===== src/rtl/rvcpu_pkg.sv =====
// Shared types for the rvcpu run controller: run-sequencer state encoding.
package rvcpu_pkg;

    localparam int STATE_W = 2;

    typedef enum logic [STATE_W-1:0] {
        ST_IDLE  = 2'd0,
        ST_RESET = 2'd1,
        ST_RUN   = 2'd2,
        ST_DONE  = 2'd3
    } run_state_t;

endpackage


===== src/rtl/rvcpu_sat_counter.sv =====
// Clearable up-counter that sticks at all-ones; exposes its next value for same-cycle compares.
module rvcpu_sat_counter #(
    parameter int W = 32
) (
    input  logic         clk,
    input  logic         rst_n,
    input  logic         clear,
    input  logic         inc,
    output logic [W-1:0] count,
    output logic [W-1:0] count_nxt
);

    always_comb begin
        count_nxt = count;
        if (clear)
            count_nxt = '0;
        else if (inc && (count != {W{1'b1}}))
            count_nxt = count + W'(1);
    end

    always_ff @(posedge clk or negedge rst_n) begin
        if (!rst_n)
            count <= '0;
        else
            count <= count_nxt;
    end

endmodule


===== src/rtl/rvcpu_run_ctrl.sv =====
// Run controller for an array of rvcpu cores: reset sequencing, run-cycle count,
// halt collection with all/any completion, and a watchdog timeout.
//
//   state    | meaning
//   ---------+-----------------------------------------------------------
//   ST_IDLE  | after reset; waiting for start with a nonzero enable mask
//   ST_RESET | all cores held in reset for RST_HOLD_CYCLES cycles
//   ST_RUN   | enabled cores released; counting cycles, collecting halts
//   ST_DONE  | run finished (halt or watchdog); results frozen
module rvcpu_run_ctrl
    import rvcpu_pkg::*;
#(
    parameter int NCORES          = 1,
    parameter int RST_HOLD_CYCLES = 2,
    parameter int CYC_W           = 32,
    parameter int HALT_ANY        = 0
) (
    input  logic              clk,
    input  logic              rst_n,
    input  logic              start,
    input  logic [NCORES-1:0] core_enable,
    input  logic [CYC_W-1:0]  timeout_limit,
    input  logic [NCORES-1:0] core_halted,
    output logic [NCORES-1:0] core_rst_n,
    output logic              running,
    output logic              done,
    output logic              timed_out,
    output logic [NCORES-1:0] halted_mask,
    output logic [CYC_W-1:0]  cycle_count
);

    localparam int HOLD_W = (RST_HOLD_CYCLES > 1) ? $clog2(RST_HOLD_CYCLES) : 1;
    localparam logic [HOLD_W-1:0] HOLD_LOAD = HOLD_W'(RST_HOLD_CYCLES - 1);

    run_state_t        state, state_nxt;
    logic [NCORES-1:0] en_q;
    logic [CYC_W-1:0]  limit_q;
    logic [HOLD_W-1:0] hold_q;
    logic [NCORES-1:0] mask_upd;
    logic [CYC_W-1:0]  count_nxt;
    logic              accept;
    logic              complete;
    logic              wdog_hit;

    rvcpu_sat_counter #(.W(CYC_W)) u_cycle_cnt (
        .clk       (clk),
        .rst_n     (rst_n),
        .clear     (accept),
        .inc       (state == ST_RUN),
        .count     (cycle_count),
        .count_nxt (count_nxt)
    );

    // Completion is judged on the mask including this cycle's halts.
    always_comb begin
        accept    = start && (core_enable != '0) && ((state == ST_IDLE) || (state == ST_DONE));
        mask_upd  = halted_mask | (core_halted & en_q);
        complete  = (HALT_ANY != 0) ? (mask_upd != '0) : (mask_upd == en_q);
        wdog_hit  = (limit_q != '0) && (count_nxt == limit_q);
        state_nxt = state;
        case (state)
            ST_IDLE, ST_DONE: if (accept) state_nxt = ST_RESET;
            ST_RESET:         if (hold_q == '0) state_nxt = ST_RUN;
            ST_RUN:           if (complete || wdog_hit) state_nxt = ST_DONE;
            default:          state_nxt = ST_IDLE;
        endcase
    end

    always_ff @(posedge clk or negedge rst_n) begin
        if (!rst_n)
            state <= ST_IDLE;
        else
            state <= state_nxt;
    end

    always_ff @(posedge clk or negedge rst_n) begin
        if (!rst_n) begin
            en_q        <= '0;
            limit_q     <= '0;
            hold_q      <= '0;
            halted_mask <= '0;
            timed_out   <= 1'b0;
            running     <= 1'b0;
            done        <= 1'b0;
            core_rst_n  <= '0;
        end else begin
            if (accept) begin
                en_q        <= core_enable;
                limit_q     <= timeout_limit;
                hold_q      <= HOLD_LOAD;
                halted_mask <= '0;
                timed_out   <= 1'b0;
            end else if (state == ST_RESET) begin
                if (hold_q != '0)
                    hold_q <= hold_q - HOLD_W'(1);
            end else if (state == ST_RUN) begin
                halted_mask <= mask_upd;
                if (wdog_hit && !complete)
                    timed_out <= 1'b1;
            end
            running    <= (state_nxt == ST_RUN);
            done       <= (state_nxt == ST_DONE);
            // Cores stay released in DONE so their state can be inspected.
            core_rst_n <= ((state_nxt == ST_RUN) || (state_nxt == ST_DONE)) ? en_q : '0;
        end
    end

endmodule


===== config.mk =====
export PLATFORM = sky130hd
export DESIGN_NAME = rvcpu_run_ctrl
export DESIGN_NICKNAME = d
export VERILOG_FILES = /design/src/rtl/rvcpu_pkg.sv /design/src/rtl/rvcpu_sat_counter.sv /design/src/rtl/rvcpu_run_ctrl.sv
export SDC_FILE = /design/constraint.sdc
export NUM_CORES = 1
export LEC_CHECK = 0
export ABC_AREA = 1
export CAP_MARGIN = 20
export CORE_MARGIN = 1.5
export CORE_UTILIZATION = 28
export DETAILED_ROUTE_END_ITERATION = 6
export PLACE_DENSITY = 0.52
export SYNTH_ARGS = -nofsm -noshare
export SYNTH_HDL_FRONTEND = slang
export SYNTH_SLANG_ARGS = --single-unit

===== constraint.sdc =====
create_clock -name clk -period 2.2 [get_ports clk]
set_input_delay 0.44 -clock clk [delete_from_list [all_inputs] [get_ports clk]]
set_output_delay 0.44 -clock clk [all_outputs]
set_load 0.01 [all_outputs]

==> flow_metrics.py, run 1 <==
metrics = {
    "pwr": {
        "power_density_nw_per_um2": 852,
        "power_leakage_uw": 0.00380,
        "power_uw": 6390,
        "vdd_ir_drop_max_uv": 630,
    },
    "synth": {
        "synth_flop_cell": "dfrtp_1",
        "synth_top_cell_by_area": "dfrtp_1",
        "yosysTopAreaCellShare_pct": 38.6,
        "ys.warnings.count": 0,
        "syn_inst": 673,
        "synthTopCellsByArea": "dfrtp_1 39%, nand2_1 14%, inv_1 8.8%",
        "ys_async_sr_fraction_pct": 100,
        "synth_edf_count": 0,
        "syn-cell-area_um2": 4740,
        "synth_fp_nets": 713,
        "avgSynthCellArea_um2": 7.04,
        "synth-seq-cells": 73,
        "ys_types": 38,
        "ys_seq_area_share_pct": 38.6,
    },
    "worst_setup_path": {
        "path_class": "reg2reg",
        "critPathSlowestCell": "dfrtp_2",
        "cp_max_fo": 6,
        "setup.worst_path.start_class": "register",
        "critPathArrivalTime_ns": 2.90,
        "cp.required_ns": 2.43,
        "endpoint_kind": "register",
        "crit_top_cell": "nand2_1",
        "slowest_delay_ns": 0.38,
        "crit_chain": "buf_4 -> nand3_2 -> nor2_4 -> buf_4 -> nand2_1 -> nor3_2 -> nand4_1 -> nand3_1 -> inv_2 -> nand2_1 -> nand2_1 -> nor2_1 -> nand3_1 -> nor2_1 -> nand2_1 -> nand2_1 -> nand2_1 -> nand2_1 -> nand2_2 -> nand2_2 -> nor2_2",
    },
    "floorplanning": {
        "initial_core_util_pct": 28.7,
        "io_pins": 74,
        "die_width_um": 133,
        "coreArea_um2": 16500,
        "chipHeight_um": 133,
        "rows": 47,
        "dieArea_um2": 17700,
    },
    "routing": {
        "drc": 0,
        "via_per_inst": 4.45,
        "vias": 5014,
        "drtIter0Drc": 375,
        "wl_per_cell_um": 14.4,
        "drtPass1Iterations": 5,
        "routed_wl_um": 16200,
        "ant_nets": 0,
    },
    "clock_network": {
        "cts-root-buf": "clkbuf_16",
        "cts_tree": "yes",
        "clk_pin_slew_ns": 0.07,
        "h-tree-depth": 3,
        "clk_latency_ns": 0.35,
        "clkSinkCount": 73,
        "cts_buffers": 9,
        "cts_buffer_depth": 2,
    },
    "cells_and_area": {
        "nNetsFinal": 941,
        "antenna-diode-count": 0,
        "drive_gt1_share_pct": 29.7,
        "area_growth_pct": 58.4,
        "reg_top3": "limit_q (32), u_cycle_cnt.count (32), state (2)",
        "multiInputGateArea_um2": 2550,
        "fin_cells": 1126,
        "seqCellArea_um2": 1830,
        "nFillCells": 1684,
        "fin_area_um2": 7500,
    },
    "grt": {
        "grt_pass1_vias": 4879,
        "grt.total_usage_pct": 19.3,
        "grt_max_degree": 41,
        "antenna_found_initial": 0,
        "grt_pass1_wl_um": 26100,
        "grt_remaining_overflow": 0,
    },
    "placement": {
        "dp.cells": 1096,
        "io_buffers": 73,
        "gp_congestion": 0.891,
        "place_area_um2": 6870,
        "detailed_place_hpwl_um": 13000,
    },
    "timing": {
        "tightest_slew_ns": 0.582,
        "min_period_ns": 2.68,
        "period_share_pct": 122,
        "hold_slack_ns": 0.0920,
        "setup_viol": 4,
        "slew_viol_final": 0,
        "fin_ws_ns": -0.476,
        "max_freq_mhz": 374,
        "hold_viol": 0,
        "rsz0062_at_grt": "yes",
        "max_slew_margin_pct": 61.2,
        "skew_ns": 0.0138,
    },
    "run_status": {
        "violations": "negative setup slack",
        "status": "finished, violations left",
    },
    "worst_hold_path": {
        "hp-class": "in2async",
    },
    "flow_run": {
        "drv_cap": 0,
    },
}
-- where the power goes --
group          internal, uW  total, uW  switching [uW]  leakage, uW
Clock                  1140       1730             593     0.000166
Sequential             1730       2060             325     0.000898
Combinational          1210       2610            1400      0.00273
Total                  4080       6390            2320      0.00380
-- layout by cell type (no fill, tap or decap), types with 3 or more instances in the layout --
master           Yosys  final
nand2_2              2     16
nor2_2               4     11
buf_4                2    150
nand2_4              2      4
nor3_2               0      3
buf_12               0      7
nor4_1               8      8
clkdlybuf4s50_1      0     72
dfrtp_1             73     70
inv_2                3      4
nor2_1              93     85
dfrtp_2              0      3
nand3_1             56     49
mux2_2               8      8
bufinv_16            0      3
nor2_4               4      5
nand2_1            176    160
buf_6                3      4
xor2_1               6      6
inv_1              111    110
nand3_2             19     25
nand4_1             32     32
clkbuf_16            0      9
a21oi_1             28     27
o21ai_0              4      4
-- path summary, 6_finish.rpt --
path | to | cells past startpoint | startpoint | slack [ns]
min reg2reg | timed_out | 2 | timed_out | 0.51
min | u_cycle_cnt.count[1] | 1 | rst_n | 0.09
max in group asynchronous | halted_mask | 2 | rst_n | 1.51
max reg2reg | running | 21 | u_cycle_cnt.count[0] | -0.48
max | running | 21 | u_cycle_cnt.count[0] | -0.48
min in group clk | timed_out | 2 | timed_out | 0.51
-- cell families after synthesis --
logic type,count (synthesis),share of synthesized area (%)
AO/OA/AOI/OAI,37,4.07
multiplexers,8,1.90
XOR/XNOR,8,1.48
adder cells (fa/ha/maj),3,0.793
buffers and inverters,133,11.5
AND/OR/NAND/NOR,411,41.7
flip-flops,73,38.6
-- cells in the mapped netlist, types with 3 or more instances --
master,number
dfrtp_1,73
o21ai_0,4
inv_2,3
nor2_4,4
mux2_2,8
nand3_2,19
nor2_1,93
xor2_1,6
ha_1,3
nor3_1,5
nand4_1,32
buf_6,3
clkbuf_1,8
nand2_1,176
inv_1,111
buf_1,3
nor2_2,4
nand3_1,56
a21oi_1,28
nor4_1,8
-- layer usage --
metal	vias up	routed length (um)	track usage, %	part of all wire [%]
met4	0	182	5.13	1.1
met1	2303	8090	27.7	50
met3	12	687	3.56	4.2
li1	2594	-	-	-
met5	-	0	0	0
met2	105	7240	29.6	45
-- layout make-up --
cell class	count	share of cell area, %
multi-input cells	468	34.0
repair buffers	235	27.7
well taps	220	3.67
clock inverters	5	1.37
inverters	114	5.70
clock buffers	11	3.24
flip-flops and latches	73	24.4
-- stage by stage --
stage | TNS [ns] | utilization [%] | worst slack (ns)
6_report | -1.71 | 45.4 | -0.476
5_1_grt | -2.52 | 45.4 | -0.681
4_1_cts | -1.67 | 44.6 | -0.458
3_5_place_dp | -2.08 | 41.6 | -0.561
3_3_place_gp | -2.01 | 41.6 | -0.541
2_1_floorplan | -0.234 | - | -0.106
-- what timing repair did --
action,4_1_cts,5_1_grt
gates cloned,2,0
pin swaps,4,14
buffers inserted,6,7
hold buffers,0,0
resized for setup,19,25
endpoints found under the setup margin,4,4
-- worst max-delay path, delay by kind of cell (launching register included) --
kind          cells  cell delay, ns
buf+inv           3            0.34
simple gates     18            1.82
flops             1            0.38
Power figures use the tool's default switching activity.
==> run 2, diff against run 1 <==
- SETUP_SLACK_MARGIN: default -> 0.05
- SKIP_LAST_GASP: default -> 1
- SLEW_MARGIN: default -> 10
==> flow_metrics.py, run 2 (same netlist as run 1, synthesis figures left out) <==
metrics = {
    "run_status": {
        "status": "finished, violations left",
        "violations": "negative setup slack",
    },
    "routing": {
        "wl_per_cell_um": 14.5,
        "drc": 0,
        "routed_wl_um": 16400,
        "drtIter0Drc": 351,
        "via_per_inst": 4.47,
        "vias": 5041,
        "drtPass1Iterations": 5,
        "ant_nets": 0,
    },
    "timing": {
        "max_slew_margin_pct": 73.2,
        "fin_ws_ns": -0.368,
        "skew_ns": 0.00597,
        "hold_viol": 0,
        "slew_viol_final": 0,
        "tightest_slew_ns": 0.398,
        "min_period_ns": 2.57,
        "max_freq_mhz": 389,
        "rsz0062_at_grt": "yes",
        "setup_viol": 4,
        "period_share_pct": 117,
        "setup-tns-final_ns": -1.32,
    },
    "clock_network": {
        "clk_latency_ns": 0.35,
        "h-tree-depth": 3,
        "clkSinkCount": 73,
        "clk_pin_slew_ns": 0.06,
        "cts-root-buf": "clkbuf_16",
        "cts_buffers": 9,
        "cts_tree": "yes",
        "cts_buffer_depth": 2,
    },
    "cells_and_area": {
        "fin_area_um2": 7520,
        "reg_top3": "limit_q (32), u_cycle_cnt.count (32), state (2)",
        "final_cell_mix": "162 x nand2_1, 150 x buf_4, 110 x inv_1",
        "nNetsFinal": 943,
        "fin_cells": 1128,
        "final_common_cell": "nand2_1",
        "area_growth_pct": 58.8,
        "antenna-diode-count": 0,
        "drive_gt1_share_pct": 30.8,
    },
    "placement": {
        "gp_congestion": 0.886,
        "dp.cells": 1096,
        "pre_cts_slack_ns": -0.535,
        "place_area_um2": 6870,
        "detailed_place_hpwl_um": 12900,
        "io_buffers": 73,
    },
    "floorplanning": {
        "dieArea_um2": 17700,
        "coreArea_um2": 16500,
        "chipHeight_um": 133,
        "rows": 47,
        "io_pins": 74,
        "die_width_um": 133,
        "initial_core_util_pct": 28.7,
    },
    "worst_setup_path": {
        "crit_chain": "ha_4 -> nand2_4 -> nor2_4 -> nand2_4 -> nor2_8 -> nand2_8 -> buf_8 -> nand3_2 -> nand3_2 -> nand2_1 -> nand2_1 -> nor2_2 -> nand2_1 -> nor2_1 -> nand2_1 -> nor2_1 -> nand2_1 -> nand2_1 -> nand2_1 -> nand2_1 -> nand2_2 -> nand2_2 -> nor2_1",
        "slowest_delay_ns": 0.39,
        "path_class": "reg2reg",
        "critPathArrivalTime_ns": 2.80,
        "path_delay_family": "simple AND/OR/NAND/NOR gates",
        "crit_top_cell": "nand2_1",
        "cp_max_fo": 10,
        "setup.worst_path.start_class": "register",
        "endpoint_kind": "register",
        "cp.required_ns": 2.43,
        "critPathSlowestCell": "dfrtp_2",
        "cp_num_buf_inv": 1,
    },
    "pwr": {
        "vdd_ir_drop_max_uv": 531,
        "power_leakage_uw": 0.00382,
        "power_density_nw_per_um2": 814,
    },
    "grt": {
        "grt.total_usage_pct": 19.1,
        "grt_pass1_vias": 4848,
        "grt_max_degree": 55,
        "grt_pass1_wl_um": 25700,
        "antenna_found_initial": 0,
        "grt_remaining_overflow": 0,
    },
    "worst_hold_path": {
        "hp-class": "reg2reg",
    },
    "flow_run": {
        "drv_cap": 0,
    },
}
run 2: area by class of cell:
cell class,instances,area (um2)
clock buffer,10,239
clock inverter,6,65.1
fill,1672,9000
inverter,114,428
multi-input combinational,468,2590
sequential,73,1830
tap,220,275
timing repair buffer,237,2090
run 2: worst register-to-register path, cell delays in order (launching register included):
cell and delay [ns]:
dfrtp_2 0.39, ha_4 0.17, nand2_4 0.06, nor2_4 0.11
nand2_4 0.08, nor2_8 0.18, nand2_8 0.12, buf_8 0.17
nand3_2 0.08, nand3_2 0.09, nand2_1 0.06, nand2_1 0.05
nor2_2 0.15, nand2_1 0.07, nor2_1 0.10, nand2_1 0.07
nor2_1 0.09, nand2_1 0.08, nand2_1 0.06, nand2_1 0.04
nand2_1 0.07, nand2_2 0.07, nand2_2 0.06, nor2_1 0.04
run 2: power by group:
part	internal [uW]	switching, uW	total (uW)	leakage [uW]
registers	1730	321	2050	0.000896
logic	1150	1370	2530	0.00278
clock network	912	632	1540	0.000149
total	3790	2330	6120	0.00382
run 2: path summary, 6_finish.rpt:
path,from,endpoint,slack (ns),cells after the start
setup reg to reg,u_cycle_cnt.count[0],running,-0.37,23
hold / removal,en_q,en_q,0.52,2
min in group asynchronous,rst_n,u_cycle_cnt.count[13],0.53,2
hold reg to reg,en_q,en_q,0.52,2
max in group asynchronous,rst_n,limit_q[29],1.06,3
setup / recovery,u_cycle_cnt.count[0],running,-0.37,23
run 2: metal layers:
layer / GRT usage [%] / part of all wire (%)
met1: 27.3 / 49
met2: 29.1 / 44
met3: 3.14 / 5.0
met4: 6.53 / 2.2
met5: 0 / 0
run 2: timing repair:
item                                    CTS  global route
hold buffers                              1             0
resized for setup                        29            29
setup buffers                             7             6
endpoints found under the hold margin    19             0
pin swaps                                17            23
endpoints found under the setup margin    4             5
cloned                                    1             1
run 2: metrics by stage:
stage	total power (uW)	util (%)	hold WS, ns
2_1_floorplan	3330	-	0.144
3_3_place_gp	4410	41.6	0.360
3_5_place_dp	4420	41.6	0.361
4_1_cts	6100	44.5	0.523
5_1_grt	6560	45.5	0.561
6_report	6120	45.5	0.523
